`src/rtl/viterbi_pkg.sv`:
```
// Shared types and constants for the 4-state (K=3) Viterbi decoder survivor/traceback path.
package viterbi_pkg;

  localparam logic [1:0] ST_00 = 2'b00;
  localparam logic [1:0] ST_01 = 2'b01;
  localparam logic [1:0] ST_10 = 2'b10;
  localparam logic [1:0] ST_11 = 2'b11;

  localparam int FRAME_LEN_DEF = 8;

  typedef enum logic [1:0] {
    TB_WRITE    = 2'b00,
    TB_WAIT_SEL = 2'b01,
    TB_TRACE    = 2'b10
  } tb_state_e;

  // One trellis step of survivors; element [s] is the predecessor of state s.
  typedef logic [3:0][1:0] sv_vec_t;

endpackage

```
`src/rtl/viterbi_sv_mem.sv`:
```
// Survivor-path register file: FRAME_LEN survivor vectors, synchronous write, combinational read.
import viterbi_pkg::*;

module viterbi_sv_mem #(
  parameter int FRAME_LEN = FRAME_LEN_DEF,
  parameter int PTR_W     = $clog2(FRAME_LEN)
) (
  input  logic             clk,
  input  logic             we,
  input  logic [PTR_W-1:0] waddr,
  input  sv_vec_t          wdata,
  input  logic [PTR_W-1:0] raddr,
  output sv_vec_t          rdata
);

  sv_vec_t mem_r [FRAME_LEN];

  // Survivor storage write port; contents are deliberately left unreset.
  always_ff @(posedge clk) begin
    if (we) begin
      mem_r[waddr] <= wdata;
    end
  end

  assign rdata = mem_r[raddr];

endmodule

```
`src/rtl/viterbi_traceback.sv`:
```
// Survivor memory plus traceback FSM: stores a frame of ACS decisions, then walks back
// from the selected end state one step per cycle and emits the frame in forward bit order.
import viterbi_pkg::*;

module viterbi_traceback #(
  parameter int FRAME_LEN = FRAME_LEN_DEF,
  parameter int PTR_W     = $clog2(FRAME_LEN)
) (
  input  logic                 clk,
  input  logic                 rst,
  input  logic                 sv_valid,
  input  logic [1:0]           prv_st_00,
  input  logic [1:0]           prv_st_01,
  input  logic [1:0]           prv_st_10,
  input  logic [1:0]           prv_st_11,
  input  logic                 sel_valid,
  input  logic [1:0]           sel_node,
  output logic                 sv_ready,
  output logic                 dec_valid,
  output logic [FRAME_LEN-1:0] dec_data,
  output logic                 overrun
);

  localparam logic [PTR_W-1:0] LAST_IDX = PTR_W'(FRAME_LEN - 1);
  localparam logic [PTR_W-1:0] ZERO_IDX = {PTR_W{1'b0}};

  tb_state_e            state_r;
  logic [PTR_W-1:0]     wr_idx_r;
  logic [PTR_W-1:0]     rd_idx_r;
  logic [1:0]           cur_st_r;
  logic [FRAME_LEN-1:0] dec_data_r;
  logic                 dec_valid_r;
  logic                 overrun_r;
  logic                 sv_ready_r;
  logic                 we_s;
  sv_vec_t              wr_vec_s;
  sv_vec_t              rd_vec_s;

  // sv_ready_r is high exactly in TB_WRITE, so it doubles as the write qualifier.
  assign we_s     = sv_valid & sv_ready_r;
  assign wr_vec_s = {prv_st_11, prv_st_10, prv_st_01, prv_st_00};

  viterbi_sv_mem #(
    .FRAME_LEN (FRAME_LEN),
    .PTR_W     (PTR_W)
  ) u_sv_mem (
    .clk   (clk),
    .we    (we_s),
    .waddr (wr_idx_r),
    .wdata (wr_vec_s),
    .raddr (rd_idx_r),
    .rdata (rd_vec_s)
  );

  // Frame write / select wait / traceback sequencer with registered outputs.
  always_ff @(posedge clk or posedge rst) begin
    if (rst) begin
      state_r     <= TB_WRITE;
      wr_idx_r    <= ZERO_IDX;
      rd_idx_r    <= ZERO_IDX;
      cur_st_r    <= ST_00;
      dec_data_r  <= {FRAME_LEN{1'b0}};
      dec_valid_r <= 1'b0;
      overrun_r   <= 1'b0;
      sv_ready_r  <= 1'b1;
    end else begin
      dec_valid_r <= 1'b0;
      if (sv_valid && !sv_ready_r) begin
        overrun_r <= 1'b1;
      end
      case (state_r)
        TB_WRITE: begin
          if (sv_valid) begin
            if (wr_idx_r == LAST_IDX) begin
              wr_idx_r   <= ZERO_IDX;
              state_r    <= TB_WAIT_SEL;
              sv_ready_r <= 1'b0;
            end else begin
              wr_idx_r <= wr_idx_r + PTR_W'(1);
            end
          end
        end
        TB_WAIT_SEL: begin
          if (sel_valid) begin
            cur_st_r <= sel_node;
            rd_idx_r <= LAST_IDX;
            state_r  <= TB_TRACE;
          end
        end
        TB_TRACE: begin
          // The bit for step i is the MSB of the state reached at step i.
          dec_data_r[rd_idx_r] <= cur_st_r[1];
          cur_st_r             <= rd_vec_s[cur_st_r];
          if (rd_idx_r == ZERO_IDX) begin
            dec_valid_r <= 1'b1;
            state_r     <= TB_WRITE;
            sv_ready_r  <= 1'b1;
          end else begin
            rd_idx_r <= rd_idx_r - PTR_W'(1);
          end
        end
        default: begin
          state_r    <= TB_WRITE;
          sv_ready_r <= 1'b1;
        end
      endcase
    end
  end

  assign sv_ready  = sv_ready_r;
  assign dec_valid = dec_valid_r;
  assign dec_data  = dec_data_r;
  assign overrun   = overrun_r;

endmodule
```
`config.mk`:
```
export PLATFORM = sky130hd
export DESIGN_NAME = viterbi_traceback
export DESIGN_NICKNAME = d
export VERILOG_FILES = /design/src/rtl/viterbi_pkg.sv /design/src/rtl/viterbi_sv_mem.sv /design/src/rtl/viterbi_traceback.sv
export SDC_FILE = /design/constraint.sdc
export NUM_CORES = 1
export LEC_CHECK = 0
export BUFFER_PORTS_ARGS = -buffer_cell sky130_fd_sc_hd__clkbuf_2
export CAP_MARGIN = 20
export CORE_MARGIN = 4
export CORE_UTILIZATION = 64
export DETAILED_ROUTE_END_ITERATION = 8
export PLACE_DENSITY = 0.86
export SLEW_MARGIN = 30
export SYNTH_ARGS = -nofsm -noshare
export SYNTH_HDL_FRONTEND = slang
export SYNTH_SLANG_ARGS = --single-unit
```
`constraint.sdc`:
```
create_clock -name clk -period 4.8 [get_ports clk]
set_input_delay 0.72 -clock clk [delete_from_list [all_inputs] [get_ports clk]]
set_output_delay 0.72 -clock clk [all_outputs]
set_load 0.05 [all_outputs]
```
==> results.yml, run 1 <==
synthesis:
  seq_total_area_yosys: 0.6802
  netlist-cell-type-count: 42
  yosys_warnings: 0
  postSynthNetCount: 265
  synth_edf_count: 64
  synth_top_flop_cell: "edfxtp_1"
  flops_latches_synth: 85
  ys_async_sr_fraction: 0.2471
  syn-instance-count: 247
  syn_avg_cell_area_um2: 14.57
  synth.cell_area_um2: 3600
floorplan:
  die-height_um: 83.00
  std_cell_rows: 27
  floorplan.core_area_um2: 5473
  initial_core_util: 0.6578
  top_level_ports: 25
  die_area_um2: 6888
  floorplan.die.width_um: 83.00
place:
  dpl.hpwl_mm: 4.666
  pre_cts_slack_ps: 2567
  port_buffers: 24
  routabilityCongestion: 0.8809
  placed_cells_incl_taps: 333
  postPlaceCellArea_um2: 3757
power:
  power_per_cell_area_nw_per_um2: 523.3
  static-leakage-power_uw: 0.001488
  switching_part_of_the_total_power: 0.3490
  p_int_uw: 1347
  clock_network_fraction_of_total_power: 0.241
  totalPowerFinal_uw: 2070
  seqPwrFrac: 0.475
  power.switching_uw: 722.2
  ir_worst_vdd_mv: 0.2731
  combPwrFrac: 0.284
worst_setup_path:
  critical_path.endpoint_type: "flip-flop"
  critical_path.cell_chain: "inv_1, a221oi_1, nor2_1, nor4_1, o211ai_1"
  timing.critical_path.slowest_stage_cell: "dfrtp_1"
  critical_path.top_delay_family: "flip-flops"
  critPathMaxFanout: 20
  worst-endpoint-required_ps: 5010
  timing.critical_path.arrival_ps: 2460
  critical_path.startpoint_type: "flip-flop"
  critical_path_class: "reg -> reg"
  worst_path_largest_cell_delay_ps: 890
  cp_num_buf_inv: 1
detailed_routing:
  dr.first_iter.drc_count: 284
  m1WireLength_mm: 2.880
  detailroute.via_count: 2228
  wl_mm: 7.048
  post_dr_wirelength_cell_um: 20.19
  detail_route.first_pass.iterations: 5
  post_route_drc: 0
  drt.antenna.violating_nets: 0
  routed_via_density: 6.384
  wl_met3_um: 510
  routed-wl-met2_mm: 3.424
  highest-signal-layer: "met4"
global_route:
  grt_first_pass_wirelength_mm: 11.67
  first_global_vias: 2165
  largest_net_degree_at_the_start_of_global_routing: 36
  groute.usage.overall: 0.2218
  grt_antenna_before_repair: 0
  grt_remaining_overflow: 0
clock_network:
  cts_hold_buffers: 0
  clk_pin_slew_worst_paths_ps: 80
  post_cts_resized: 0
  clkSinkCount: 85
  maximum_buffer_depth_of_the_clock_tree: 2
  tritoncts: "yes"
  postCtsSetupBuffers: 0
  cts_htree_levels: 3
  clk_root_buffer_cell: "clkbuf_8"
  clock_insertion_delay_worst_skew_ps: 350
  total_clock_buffers_created_by_cts: 9
finish:
  syn_to_final_growth_pct: 9.871
  multi_input_logic_area_um2: 1067
  postLayoutCellArea_um2: 3955
  final.fill_count: 350
  most-common-layout-cells: "64 x edfxtp_1, 24 x clkbuf_2, 20 x dfrtp_1"
  final_nets: 290
  diodes: 0
  layoutNonFillerInstCount: 349
  share_of_final_layout_standard_cells_stronger_than_drive_strength_1: 0.2022
  layout.cells.most_common: "edfxtp_1"
  seqCellArea_um2: 2449
sta:
  timing.final.setup_violations: 0
  worst_clock_skew_ps: 10.21
  timing.final.hold_violations: 0
  worst_slew_pin_slew_ps: 927.7
  setup_ws_ps: 2557
  setup-tns-final_ps: 0
  max_slew_headroom: 0.3792
  timing.fmax_ghz: 0.4458
  layout_worst_path_cycle_share: 0.4673
  grt_setup_unrepaired: "false"
  final.min_clock_period_ps: 2243
  maxSlewViolCount: 0
run_status:
  result_of_the_run: "complete, no violations"
run:
  cap_violations: 0
worst_hold_path:
  hp-class: "reg -> reg"
## metrics by stage
step | hold WS, ps | util
after floorplan | 523.3 | -
after global placement | 442.2 | 0.6847
after detailed placement | 450.0 | 0.6866
after CTS | 475.4 | 0.7222
after global routing | 501.0 | 0.7227
final | 476.0 | 0.7227
## kinds of logic (layout without fill, tap and decap cells)
family          count (synthesis)  count (layout)  share of synthesized area
mux                            28              28                     0.1071
fa+ha+maj                       4               4                    0.01390
compound gates                 41              41                    0.07821
flops                          85              85                     0.6802
buf+inv                        18              48                    0.02676
simple gates                   71              71                    0.09385
## power groups by stage
| stage | sequential, uW | clock [uW] | combinational [uW] |
|---|---|---|---|
| 2_1_floorplan | 1030 | 0 | 417 |
| 3_3_place_gp | 988 | 0 | 558 |
| 3_5_place_dp | 999 | 0 | 581 |
| 4_1_cts | 983 | 503 | 584 |
| 5_1_grt | 998 | 542 | 635 |
| 6_report | 983 | 498 | 588 |
## path summary, 6_finish.rpt
check / startpoint / end / slack, ps / cells past startpoint
worst max-delay path: rd_idx_r[0]$_DFFE_PP0P_ / cur_st_r[1]$_DFFE_PP0P_ / 2560 / 5
worst min-delay path: overrun$_DFFE_PP0P_ / overrun$_DFFE_PP0P_ / 480 / 1
worst min register to register: overrun$_DFFE_PP0P_ / overrun$_DFFE_PP0P_ / 480 / 1
worst max register to register: rd_idx_r[0]$_DFFE_PP0P_ / cur_st_r[1]$_DFFE_PP0P_ / 2560 / 5
max in group asynchronous: rst / cur_st_r[1]$_DFFE_PP0P_ / 3810 / 2
min in group asynchronous: rst / rd_idx_r[2]$_DFFE_PP0P_ / 490 / 2
## flip-flops by register name, summed over array words and instances (netlist names), 2 cells and up
name	count
u_sv_mem.mem_r	64
dec_data	8
wr_idx_r	3
rd_idx_r	3
cur_st_r	2
state_r	2
## cell usage after synthesis (3+ instances only)
library cell  instances  area share
nor3_1                5      0.0070
mux2_2                8       0.025
buf_2                 4      0.0056
a21oi_1               7      0.0097
inv_1                 7      0.0073
o21ai_0               7      0.0097
mux2i_1              13       0.036
nor2b_1              11       0.019
a221oi_1              4      0.0097
edfxtp_1             64        0.53
dfrtp_1              20        0.14
a211oi_1              4      0.0083
ha_1                  4       0.014
mux4_1                4       0.029
nor2_1               19       0.020
nand2_1              18       0.019
o31ai_1               5       0.010
a31oi_1               4      0.0070
nand2b_1              3      0.0052
nand3_1               8       0.011
## per-layer routing
metal,vias up,track usage
li1,992,-
met1,1070,0.3091
met2,134,0.3302
met3,32,0.04067
met4,0,0.1263
met5,-,0
## cell type report
cell class | count | share of cell area
multi-input cells | 144 | 0.2699
repair buffers | 25 | 0.03227
clock inverters | 3 | 0.01171
clock buffers | 13 | 0.03765
inverters | 7 | 0.006643
flip-flops and latches | 85 | 0.6191
well taps | 72 | 0.02278
No activity file was read; power rests on OpenSTA's default activity.
==> run 2, diff against run 1 <==
ABC_AREA = 1   (was default)
CORE_UTILIZATION = 60   (was 64)
PLACE_DENSITY = 0.81   (was 0.86)
clock period = 2.32 ns   (was 4.8 ns; I/O delays follow)
==> run 2 against run 1 <==
  * Sequential power grew 110%
  * Clock power increased by 100%
  * Register-to-register slack worse by 2100 ps
  * Count of clock-buffer cells in the layout down 3
  * Via count grew 24%
  * Worst setup slack worse by 2100 ps
  * Non-clock buffer count grew 2
  * Total power grew 130%
  * Critical path depth up 5
  * Clock skew up 0.69 ps
  * Global-route usage grew 1.6 points
==> results.yml, run 2 <==
power:
  combPwrFrac: 0.364
  p_int_uw: 2830
  clock_network_fraction_of_total_power: 0.211
  switching_part_of_the_total_power: 0.4111
  power.switching_uw: 1976
  seqPwrFrac: 0.425
  totalPowerFinal_uw: 4806
  static-leakage-power_uw: 0.001834
  ir_worst_vdd_mv: 0.7998
  power_per_cell_area_nw_per_um2: 1160
worst_setup_path:
  critical_path.endpoint_type: "flip-flop"
  critical_path.startpoint_type: "flip-flop"
  worst_path_largest_cell_delay_ps: 740
  timing.critical_path.arrival_ps: 2190
  r2r_start: "rd_idx_r[1]$_DFFE_PP0P_"
  most_used_cell_along_the_critical_path: "nand2_1"
  worst-endpoint-required_ps: 2610
  critical_path.cell_chain: "inv_2, nor2_4, nand2_1, nor2_1, nor2_1, nand2_1, nand3_1, nand3_1, nand2_1, nand2_1"
  critical_path_class: "reg -> reg"
  critPathMaxFanout: 17
  timing.critical_path.slowest_stage_cell: "dfrtp_1"
  r2r_slack_ps: 420
  worstSetupStartpoint: "rd_idx_r[1]$_DFFE_PP0P_"
clock_network:
  clkSinkCount: 85
  clk_root_buffer_cell: "clkbuf_8"
  clock_insertion_delay_worst_skew_ps: 350
  postCtsSetupBuffers: 0
  cts_hold_buffers: 0
  tritoncts: "yes"
  total_clock_buffers_created_by_cts: 9
  post_cts_resized: 0
  cts_htree_levels: 3
  maximum_buffer_depth_of_the_clock_tree: 2
  clk_pin_slew_worst_paths_ps: 80
floorplan:
  die_area_um2: 7638
  initial_core_util: 0.6277
  floorplan.core_area_um2: 6026
  die-height_um: 87.40
  floorplan.die.width_um: 87.40
  top_level_ports: 25
  std_cell_rows: 28
sta:
  worst_clock_skew_ps: 10.90
  worst_slew_pin_slew_ps: 876.3
  setup-tns-final_ps: 0
  layout_worst_path_cycle_share: 0.8170
  final.min_clock_period_ps: 1895
  grt_setup_unrepaired: "false"
  max_slew_headroom: 0.4137
  timing.final.hold_violations: 0
  timing.fmax_ghz: 0.5276
  timing.final.setup_violations: 0
  maxSlewViolCount: 0
synthesis:
  flops_latches_synth: 85
  syn-instance-count: 383
  syn_avg_cell_area_um2: 9.876
  ys_async_sr_fraction: 0.2471
  postSynthNetCount: 401
  post-synth-top-count-cell: "nand2_1"
  synth_top_cells_by_area: "edfxtp_1 51%, dfrtp_1 13%, nand2_1 10%, inv_1 5.7%, nand3_1 5.2%"
  synth_largest_type_area_fraction: 0.5081
  yosysTopAreaCell: "edfxtp_1"
  synth_edf_count: 64
  netlist-cell-type-count: 28
  synth_top_flop_cell: "edfxtp_1"
  seq_total_area_yosys: 0.6474
  synth.cell_area_um2: 3782
  synth_commonest_cells: "103 x nand2_1, 64 x edfxtp_1, 57 x inv_1"
  yosys_warnings: 0
detailed_routing:
  dr.first_iter.drc_count: 263
  drt.antenna.violating_nets: 0
  post_route_drc: 0
  detailroute.via_count: 2752
  routed_via_density: 5.616
  detail_route.first_pass.iterations: 5
  post_dr_wirelength_cell_um: 16.48
  wl_mm: 8.076
place:
  port_buffers: 24
  dpl.hpwl_mm: 5.495
  postPlaceCellArea_um2: 3953
  routabilityCongestion: 0.8751
global_route:
  largest_net_degree_at_the_start_of_global_routing: 32
  first_global_vias: 2658
  grt_first_pass_wirelength_mm: 13.21
  groute.usage.overall: 0.2376
  grt_remaining_overflow: 0
  grt_antenna_before_repair: 0
finish:
  most-common-layout-cells: "103 x nand2_1, 64 x edfxtp_1, 57 x inv_1"
  layout.cells.most_common: "nand2_1"
  diodes: 0
  syn_to_final_growth_pct: 9.560
  largest-register: "u_sv_mem.mem_r"
  share_of_final_layout_standard_cells_stronger_than_drive_strength_1: 0.1277
  largest_reg_flops: 64
  final_nets: 428
  final.fill_count: 432
  postLayoutCellArea_um2: 4144
run:
  cap_violations: 0
run_status:
  result_of_the_run: "complete, no violations"
worst_hold_path:
  hp-class: "in -> async"
-- run 2: cell count changes in the layout (fill, tap and decap cells not counted), moves of 8 or more --
cell     previous run  this run
nor2b_1            11         0
nor2_1             18        40
nand2_1            18       103
mux2_2              8         0
mux2i_1            13         0
inv_1               7        57
nand3_1             8        39
-- run 2: worst paths after layout --
path,depth (start not counted),to
min in group clk,2,state_r[0]$_DFFE_PP0P_
max in group asynchronous,2,wr_idx_r[1]$_DFFE_PP0P_
worst max-delay path,10,cur_st_r[0]$_DFFE_PP0P_
worst max register to register,10,cur_st_r[0]$_DFFE_PP0P_
worst min register to register,2,dec_data[3]$_DFFE_PP0P_
worst min-delay path,2,rd_idx_r[2]$_DFFE_PP0P_
-- run 2: kinds of logic (layout without fill, tap and decap cells) --
family / Yosys count / count (layout) / share of synthesized area
AO/OA/AOI/OAI: 30 / 30 / 0.04499
AND/OR/NAND/NOR: 192 / 192 / 0.2163
flip-flops: 85 / 85 / 0.6474
adder cells (fa/ha/maj): 4 / 4 / 0.01323
buffers and inverters: 72 / 104 / 0.07807
-- run 2: critical path, delay by kind of cell, from the launching register on --
kind	cells	cell delay, ps
buf+inv	1	190
flops	1	740
simple gates	9	910
-- run 2: final cells by class --
class / count / area [um2] / share of cell area
multi-input combinational: 226 / 1039 / 0.2506
inverter: 61 / 229.0 / 0.05525
clock buffer: 10 / 127.6 / 0.03080
tap: 75 / 93.84 / 0.02264
clock inverter: 6 / 63.81 / 0.01540
timing repair buffer: 27 / 142.6 / 0.03442
sequential: 85 / 2449 / 0.5909
-- run 2: metrics by stage --
step	hold WS [ps]	util	cells	setup slack, ps
floorplan	323.8	-	383	653.1
global placement	465.0	0.6559	474	508.7
detailed placement	482.3	0.6559	474	467.8
CTS	148.0	0.6877	490	449.3
global route	184.1	0.6877	490	230.1
finish	129.3	0.6877	490	424.6
-- run 2: layer usage --
metal  track usage  vias to the layer above  part of all wire  routed length (um)
li1              -                     1290                 -                   -
met2        0.3692                      145              0.47                3799
met1        0.3032                     1284              0.41                3282
met3       0.04825                       33             0.077                 620
met4        0.1520                        0             0.046                 374
met5             0                        -                 0                   0
-- run 2: power groups by stage --
stage	combinational [uW]	sequential (uW)	clock, uW
5_1_grt	1970	2070	1090
2_1_floorplan	1130	2260	0
3_5_place_dp	1720	2070	0
6_report	1750	2040	1010
3_3_place_gp	1680	2060	0
4_1_cts	1740	2040	1030
